## config.mk

```make
export PLATFORM = sky130hd
export DESIGN_NAME = data_bus_bridge
export DESIGN_NICKNAME = d
export VERILOG_FILES = /design/src/rtl/sm83_bus_pkg.sv /design/src/rtl/bus_keeper_reg.sv /design/src/rtl/data_bus_bridge.sv
export SDC_FILE = /design/constraint.sdc
export NUM_CORES = 1
export LEC_CHECK = 0
export ABC_AREA = 1
export BUFFER_PORTS_ARGS = -buffer_cell sky130_fd_sc_hd__buf_4
export CORE_ASPECT_RATIO = 1.4
export CORE_MARGIN = 3
export CORE_UTILIZATION = 46
export CTS_CLUSTER_DIAMETER = 100
export DETAILED_ROUTE_END_ITERATION = 7
export PLACE_DENSITY_LB_ADDON = 0.25
export SLEW_MARGIN = 20
export SYNTH_ARGS = -nofsm -noshare
export SYNTH_HDL_FRONTEND = slang
export SYNTH_SLANG_ARGS = --single-unit
```

## constraint.sdc

```tcl
create_clock -name CLK -period 1.5 [get_ports CLK]
set_input_delay 0.3 -clock CLK [delete_from_list [all_inputs] [get_ports CLK]]
set_output_delay 0.3 -clock CLK [all_outputs]
set_load 0.02 [all_outputs]
```

## src/rtl/sm83_bus_pkg.sv

```systemverilog
// Shared types for the SM83 data bus bridge: bus-cycle states, transfer
// direction and the all-ones "open bus" value.
package sm83_bus_pkg;

    localparam int BUS_MAX_DW = 64;

    typedef enum logic [1:0] {
        IDLE   = 2'd0,
        PRECHG = 2'd1,
        XFER   = 2'd2,
        DONE   = 2'd3
    } bus_state_t;

    typedef enum logic {
        RD = 1'b0,
        WR = 1'b1
    } bus_dir_t;

    // Undriven bus reads as ones; callers cast the result to their own width.
    function automatic logic [BUS_MAX_DW-1:0] bus_open(input int width);
        logic [BUS_MAX_DW-1:0] v;
        v = '0;
        for (int i = 0; i < BUS_MAX_DW; i++) begin
            if (i < width) v[i] = 1'b1;
        end
        return v;
    endfunction

endpackage

```

## src/rtl/bus_keeper_reg.sv

```systemverilog
// Priority-load keeper register: resets to all ones, load[0] has the highest
// priority, and the value is held when no load is active.
module bus_keeper_reg #(
    parameter int DW   = 8,
    parameter int NSRC = 2
) (
    input  logic               clk,
    input  logic               rst,
    input  logic [NSRC-1:0]    load,
    input  logic [NSRC*DW-1:0] data,
    output logic [DW-1:0]      q
);

    // Walk from lowest to highest priority so the last matching load wins.
    always_ff @(posedge clk) begin
        if (rst) begin
            q <= '1;
        end else begin
            for (int i = NSRC - 1; i >= 0; i--) begin
                if (load[i]) q <= data[i*DW +: DW];
            end
        end
    end

endmodule

```

## src/rtl/data_bus_bridge.sv

```systemverilog
// Clocked bridge between the core internal bus DL and the external data bus D.
// Optional precharge phase enabled by macro DATA_BUS_BRIDGE_PRECHARGE_EN.
module data_bus_bridge
    import sm83_bus_pkg::*;
#(
    parameter int DW       = 8,
    parameter int WAIT_MAX = 3,
    parameter int WCW      = $clog2(WAIT_MAX + 1)
) (
    input  logic          CLK,
    input  logic          RESET,
    input  logic          BusDisable,
    input  logic          Res_to_DL,
    input  logic [DW-1:0] Res,
    input  logic          DataOut,
    input  logic [DW-1:0] DV,
    input  logic          RdReq,
    input  logic          WrReq,
    input  logic          IntSel,
    input  logic [DW-1:0] IntData,
    input  logic          ExtRdy,
    input  logic [DW-1:0] D_in,
    output logic [DW-1:0] D_out,
    output logic          D_oe,
    output logic [DW-1:0] DL,
    output logic          DL_valid,
    output logic          Busy,
    output logic          Err
);

    localparam logic [DW-1:0] BUS_OPEN = DW'(bus_open(DW));

    bus_state_t     state;
    bus_state_t     state_nxt;
    bus_dir_t       dir;
    logic           int_sel;
    logic [DW-1:0]  wr_data;
    logic [WCW-1:0] wait_cnt;
    logic [DW-1:0]  capture;
    logic [DW-1:0]  rd_src;
    logic           req_one;
    logic           req_both;
    logic           xfer_done;
    logic           timeout;
    logic           prechg_ld;
    logic           done_ld;
    logic           cap_src_ld;
    logic           cap_open_ld;

    assign req_one   = RdReq ^ WrReq;
    assign req_both  = RdReq & WrReq;
    assign xfer_done = ExtRdy | BusDisable | ((dir == RD) & int_sel);
    // A ready device still wins on the last permitted wait state.
    assign timeout   = !xfer_done && (wait_cnt == WCW'(WAIT_MAX));
    assign rd_src    = int_sel ? IntData : (BusDisable ? BUS_OPEN : D_in);

    always_ff @(posedge CLK) begin
        if (RESET) state <= IDLE;
        else       state <= state_nxt;
    end

    always_comb begin
        state_nxt = state;
        case (state)
            IDLE: begin
                if (req_one) begin
`ifdef DATA_BUS_BRIDGE_PRECHARGE_EN
                    state_nxt = PRECHG;
`else
                    state_nxt = XFER;
`endif
                end
            end
            PRECHG: state_nxt = XFER;
            XFER: begin
                if (xfer_done || timeout) state_nxt = DONE;
            end
            DONE: begin
                // A competing ALU write to DL postpones the read load by a cycle.
                if (!((dir == RD) && Res_to_DL)) state_nxt = IDLE;
            end
            default: state_nxt = IDLE;
        endcase
    end

    always_comb begin
        Busy        = (state != IDLE);
        D_oe        = (state == XFER) && (dir == WR) && !BusDisable;
        D_out       = ((state == XFER) && (dir == WR)) ? wr_data : BUS_OPEN;
        done_ld     = (state == DONE) && (dir == RD);
        cap_src_ld  = (state == XFER) && (dir == RD) && xfer_done;
        cap_open_ld = (state == XFER) && timeout;
`ifdef DATA_BUS_BRIDGE_PRECHARGE_EN
        prechg_ld   = (state == PRECHG);
`else
        prechg_ld   = 1'b0;
`endif
    end

    always_ff @(posedge CLK) begin
        if (RESET) begin
            dir      <= RD;
            int_sel  <= 1'b0;
            wr_data  <= BUS_OPEN;
            wait_cnt <= '0;
            Err      <= 1'b0;
            DL_valid <= 1'b0;
        end else begin
            Err      <= ((state == IDLE) && req_both) || ((state == XFER) && timeout);
            DL_valid <= (state == DONE) && (dir == RD) && !Res_to_DL;
            if ((state == IDLE) && req_one) begin
                dir     <= WrReq ? WR : RD;
                int_sel <= IntSel;
                wr_data <= DataOut ? DV : DL;
            end
            if ((state == XFER) && !xfer_done && !timeout) wait_cnt <= wait_cnt + 1'b1;
            else if (state == DONE)                        wait_cnt <= '0;
        end
    end

    bus_keeper_reg #(.DW(DW), .NSRC(3)) u_dl_reg (
        .clk  (CLK),
        .rst  (RESET),
        .load ({prechg_ld, done_ld, Res_to_DL}),
        .data ({BUS_OPEN, capture, Res}),
        .q    (DL)
    );

    bus_keeper_reg #(.DW(DW), .NSRC(2)) u_capture_reg (
        .clk  (CLK),
        .rst  (RESET),
        .load ({cap_open_ld, cap_src_ld}),
        .data ({BUS_OPEN, rd_src}),
        .q    (capture)
    );

endmodule
```

==> results of run 1 <==
==> state kept, by name, indices dropped and copies added, names as in the netlist <==
register / count
u_dl_reg.q: 8
state: 2
int_sel: 1
dir: 1
wait_cnt: 2
u_capture_reg.q: 8
Err: 1
wr_data: 8
DL_valid: 1
==> worst max-delay path, cell delays in order, from the launching register on <==
cell and delay [ns]:
dfxtp_2 0.32, inv_2 0.08, nand2_4 0.07, nor2_4 0.10
inv_4 0.07, or2_1 0.22, buf_6 0.13
==> area by class of cell <==
class | instances | area (um^2) | share of cell area, %
Multi-Input combinational cell | 162 | 884.6 | 38.17
Sequential cell | 32 | 644.4 | 27.81
Clock buffer | 6 | 72.57 | 3.132
Inverter | 31 | 127.6 | 5.508
Clock inverter | 1 | 5.005 | 0.2160
Tap cell | 40 | 50.05 | 2.160
Timing Repair Buffer | 67 | 533.0 | 23.00
==> stage by stage <==
step	instances	power [uW]	worst slack (ns)	setup TNS, ns
detailed placement	332	1574	0.1389	0
CTS	339	2205	-0.09449	-0.7457
global route	339	2345	-0.1399	-1.077
finish	339	2204	-0.08070	-0.5956
floorplan	234	1364	0.2161	0
global placement	332	1561	0.1552	0
==> Yosys cell counts, drive strengths merged <==
library cell and instances:
o211ai 15, inv 30, or2 8, ha 2, buf 4, o21ai 21
dfxtp 32, nand2 63, nand3 22, a21oi 13, clkinv 1, nor2 16
nand4 1, a21boi 1, clkbuf 5
==> worst min path at each step <==
stage                                      end  slack, ns  depth (start not counted)
floorplan           u_dl_reg.q[0]$_SDFFE_PP1P_       0.43                          2
global placement       wr_data[5]$_SDFFE_PP1P_       0.45                          2
detailed placement     wr_data[4]$_SDFFE_PP1P_       0.46                          2
CTS                 u_dl_reg.q[5]$_SDFFE_PP1P_       0.24                          3
global route        u_dl_reg.q[5]$_SDFFE_PP1P_       0.25                          3
finish              u_dl_reg.q[5]$_SDFFE_PP1P_       0.24                          3
==> layer usage <==
layer | part of all wire, % | vias up | global-route usage, %
met5 | 0 | - | 0
met4 | 1.6 | 0 | 8.353
met3 | 6.2 | 7 | 5.824
met2 | 50 | 55 | 35.01
met1 | 42 | 733 | 24.15
li1 | - | 885 | -
==> logic make-up (layout without fill, tap and decap cells) <==
kind of cell | Yosys count | in the layout | share of synthesized area [%]
AO/OA/AOI/OAI | 50 | 50 | 18.10
adder cells (fa/ha/maj) | 2 | 2 | 1.483
buffers and inverters | 40 | 105 | 10.61
flip-flops | 32 | 32 | 37.98
AND/OR/NAND/NOR | 110 | 110 | 31.82
==> cells in the final DEF, fill, tap and decap left out, drive strengths merged, types with 8 or more instances in the layout <==
| cell type | netlist | final |
|---|---|---|
| inv | 30 | 30 |
| a21oi | 13 | 13 |
| dfxtp | 32 | 32 |
| or2 | 8 | 8 |
| buf | 4 | 67 |
| nor2 | 16 | 16 |
| o211ai | 15 | 15 |
| nand2 | 63 | 63 |
| nand3 | 22 | 22 |
| o21ai | 21 | 21 |
==> repair_timing <==
item,CTS,global route
cloned,0,0
setup endpoints to repair,9,10
gates resized for setup,9,9
==> power breakdown <==
| part | internal [uW] | total (uW) | switching (uW) |
|---|---|---|---|
| Sequential | 934 | 983 | 48.5 |
| Clock | 315 | 628 | 313 |
| Combinational | 261 | 593 | 332 |
==> impl_results.md, run 1 <==
- Final GP Congestion: 0.7715
- # hold bufs at CTS: 0
- WHS: 0.2443 ns
- Measured slew at the worst slew-check pin: 0.3199 ns
- Cell accounting for the most synthesized area: dfxtp_1
- DR WL/cell: 12.25 um
- Top cells by area, synth: dfxtp_1 (38%), nand2_1 (13%), nand3_1 (6.2%)
- Number of buffers added on ports: 60
- Total grt overflow: 0
- Num CTS Buffers: 5
- Synth warnings: 0
- Width of the die: 57.18 um
- Post-CTS setup buffer count: 0
- Max Cap Viol: 0
- DRT iter0 DRCs: 23
- Final Hold Violating Endpoints: 0
- Minimum clock period: 1.581 ns
- WS Path Type: flop to output pin
- Leak Pwr: 0.001176 uW
- Peak VDD IR: 0.0006697 V
- CTS max path bufs: 2
- Mapped Nets: 277
- Post-route DRC violation count: 0
- Initial antenna violation count: 0
- All-Layer GR Usage: 20.70%
- Final ANT Viol Nets: 0
- DR pass1 iterations: 4
- Worst reg-to-reg path cell count: 8
- Largest net degree at the start of global routing: 17
- Setup crit start: state[0]$_SDFFE_PP0P_
- Type of the worst min-delay path: input pin to flop
- Crit path capture type: output pin
- Worst Setup Start Kind: flop
- Worst Skew: 0.004118 ns
- Vias/cell: 4.956
- Synth Cell Area: 0.001687 mm^2
- Final Cycle Share: 105.4%
- Core area: 0.003441 mm^2
- RSZ-0062 raised after global routing: yes
- Share of cells above drive strength 1: 33.78%
- Max H-tree Level: 2
- Die area: 0.004439 mm^2
- Setup crit end: D_out[4]
- Post-DP Area: 0.002186 mm^2
- RR Startpoint: state[1]$_SDFFE_PP0P_
- CP max FO: 9
- Failing checks: setup timing
- Height of the die: 77.65 um
- CTS tree: built
- Pwr/cell area: 951.0 mW/mm^2
- Fillers: 326
- Nets: 342
- Post-route setup slack: -0.08070 ns
- First-pass GRT wire length: 7286 um
- Synth Instances: 234
- Initial core utilization: 49.02%
- DP HPWL: 3169 um
- Root Driver: clkbuf_8
- Vias in the first global route: 1672
- Hold wc startpoint: Res[5]
- Vias post-DR: 1680
- TritonCTS Sinks: 32
- Post-route design area: 0.002317 mm^2
- Synthesized area per cell: 7.208 um^2
- Relative slew slack: 78.64%
- Clk pin slew, worst setup/hold paths: 0.06 ns
- Rows: 25
- Worst Path Arrival: 1.28 ns
- Max-slew violation count: 0
- Yosys top cell area share: 37.98%
- Util after Layout: 67.35%
- Number of top-level pins: 61
- Worst R2R Setup Slack: 0.24 ns
- Register area share after synthesis: 37.98%
- Fmax: 632.6 MHz
- FF+latch count, synth: 32
- Ant diodes: 0
- Status: finished, violations left
- Wirelength, routed: 4152 um
- Yosys cell types: 27
- Final setup vio count: 8
- Reg2reg end: u_dl_reg.q[0]$_SDFFE_PP1P_
- Area growth from synthesis to layout: 37.39%
- Clock Latency Late Sink: 0.29 ns
- Worst Path Required: 1.20 ns
No activity file was read; power rests on OpenSTA's default activity.
==> run 2: changes to the inputs <==
--- a/config.mk
+++ b/config.mk
@@ -8,7 +8,7 @@
 export ABC_AREA = 1
 export BUFFER_PORTS_ARGS = -buffer_cell sky130_fd_sc_hd__buf_4
 export CORE_ASPECT_RATIO = 1.4
-export CORE_MARGIN = 3
+export CORE_MARGIN = 2
 export CORE_UTILIZATION = 46
 export CTS_CLUSTER_DIAMETER = 100
 export DETAILED_ROUTE_END_ITERATION = 7
==> impl_results.md, run 2 (synthesis gave the netlist of run 1 again) <==
- Worst reg-to-reg path cell count: 8
- Leak Pwr: 0.001180 uW
- Max H-tree Level: 2
- Setup WS pre-CTS: 0.1463 ns
- First-pass GRT wire length: 6161 um
- Initial core utilization: 47.13%
- Num CTS Buffers: 5
- Height of the die: 75.65 um
- DP HPWL: 3072 um
- Pwr/cell area: 976.3 mW/mm^2
- Reg2reg end: u_dl_reg.q[6]$_SDFFE_PP1P_
- Crit path capture type: output pin
- CP max FO: 9
- CTS max path bufs: 2
- Post-route DRC violation count: 0
- Root Driver: clkbuf_8
- DR pass1 iterations: 4
- Ant diodes: 0
- Number of buffers added on ports: 60
- DR WL/cell: 11.70 um
- Core area: 0.003578 mm^2
- Largest net degree at the start of global routing: 17
- End point of the worst hold path: u_dl_reg.q[1]$_SDFFE_PP1P_
- Fillers: 335
- RSZ-0062 raised after global routing: yes
- Failing checks: setup timing
- Slowest cell on crit path: dfxtp_2
- Die area: 0.004174 mm^2
- TritonCTS Sinks: 32
- Initial antenna violation count: 0
- Worst Setup Start Kind: flop
- RR Startpoint: state[1]$_SDFFE_PP0P_
- Commonest non-fill, non-tap cells in the layout: nand2_1 (58), buf_4 (58), dfxtp_1 (30)
- Max Cap Viol: 0
- Final Non-Filler Cells: 340
- Wirelength, routed: 3979 um
- Area growth from synthesis to layout: 38.13%
- Worst Path Arrival: 1.25 ns
- Final Hold Violating Endpoints: 0
- Max-slew violation count: 0
- Measured slew at the worst slew-check pin: 0.2492 ns
- Type of the worst min-delay path: input pin to flop
- # hold bufs at CTS: 0
- Power Total: 2275 uW
- Final Cycle Share: 103.5%
- Width of the die: 55.18 um
- Relative slew slack: 83.37%
- Total grt overflow: 0
- Final ANT Viol Nets: 0
- Worst Path Required: 1.20 ns
- Minimum clock period: 1.553 ns
- Nets: 341
- WS Path Type: flop to output pin
- DP Cell Count: 333
- Final setup vio count: 8
- Worst Skew: 0.002311 ns
- Clock Latency Late Sink: 0.28 ns
- Final GP Congestion: 0.8241
- Peak VDD IR: 0.0007230 V
- Setup TNS: -0.3966 ns
- Number of top-level pins: 61
- Vias/cell: 4.935
- Largest registers: u_capture_reg.q: 8 flops, u_dl_reg.q: 8 flops, wr_data: 8 flops
- Vias post-DR: 1678
- Hold wc startpoint: Res[1]
- Share of cells above drive strength 1: 33.56%
- Post-route setup slack: -0.05280 ns
- Hold Path Stages: 3
- Worst R2R Setup Slack: 0.23 ns
- All-Layer GR Usage: 20.41%
- DRT iter0 DRCs: 29
- Crit-path max cell delay: 0.32 ns
- Fmax: 644.0 MHz
- Worst path cell trace: inv_2, nand2_4, nor2_4, inv_4, or2_1, buf_6
- Vias in the first global route: 1447
- WHS: 0.2539 ns
- Rows: 26
- CTS tree: built
- Status: finished, violations left
- Clk pin slew, worst setup/hold paths: 0.06 ns
[run 2: cell count changes in the layout (fill, tap and decap cells not counted)]
cell and change:
clkbuf_8 +2, buf_4 -1, clkbuf_1 -1, clkinv_2 -1, dfxtp_1 +1, dfxtp_2 -1
[run 2: worst max path at each step]
stage                     slack, ns             startpoint  cells past startpoint        to
after floorplan                0.22  state[1]$_SDFFE_PP0P_                      4      D_oe
after global placement         0.15  state[0]$_SDFFE_PP0P_                      6  D_out[1]
after detailed placement       0.15  state[0]$_SDFFE_PP0P_                      6  D_out[5]
after CTS                     -0.08  state[0]$_SDFFE_PP0P_                      6  D_out[5]
after global routing          -0.12  state[0]$_SDFFE_PP0P_                      6  D_out[0]
final                         -0.05  state[0]$_SDFFE_PP0P_                      6  D_out[1]
[run 2: area by class of cell]
class | instances | area, um^2 | share of cell area, %
flip-flops and latches | 32 | 643.1 | 27.60
clock buffers | 7 | 96.34 | 4.135
well taps | 42 | 52.55 | 2.256
inverters | 31 | 127.6 | 5.478
repair buffers | 66 | 525.5 | 22.56
multi-input cells | 162 | 884.6 | 37.97
[run 2: timing repair]
item                                    4_1_cts  5_1_grt
setup buffers                                 0        0
endpoints found under the setup margin        9       10
gates resized for setup                      13        4
[run 2: layer usage]
| layer | part of all wire (%) | track usage, % | vias to the layer above |
|---|---|---|---|
| met4 | 1.6 | 7.317 | 0 |
| li1 | - | - | 884 |
| met5 | 0 | 0 | - |
| met1 | 41 | 24.04 | 732 |
| met3 | 7.1 | 5.686 | 5 |
| met2 | 50 | 34.79 | 57 |
[run 2: critical path, delay by kind of cell (launching register included)]
family | cells | cell delay [ns]
DFF | 1 | 0.32
and+or+nand+nor | 3 | 0.38
buffers and inverters | 3 | 0.26
[run 2: per-stage QoR]
step	area, um^2	util (%)
2_1_floorplan	1687	-
3_3_place_gp	2181	60.94
3_5_place_dp	2181	60.94
4_1_cts	2315	64.69
5_1_grt	2330	65.10
6_report	2330	65.10
[run 2: power by group]
part           total (uW)  switching [uW]  internal, uW
Clock                 706             298           408
Combinational         587             331           256
Sequential            981            47.9           934
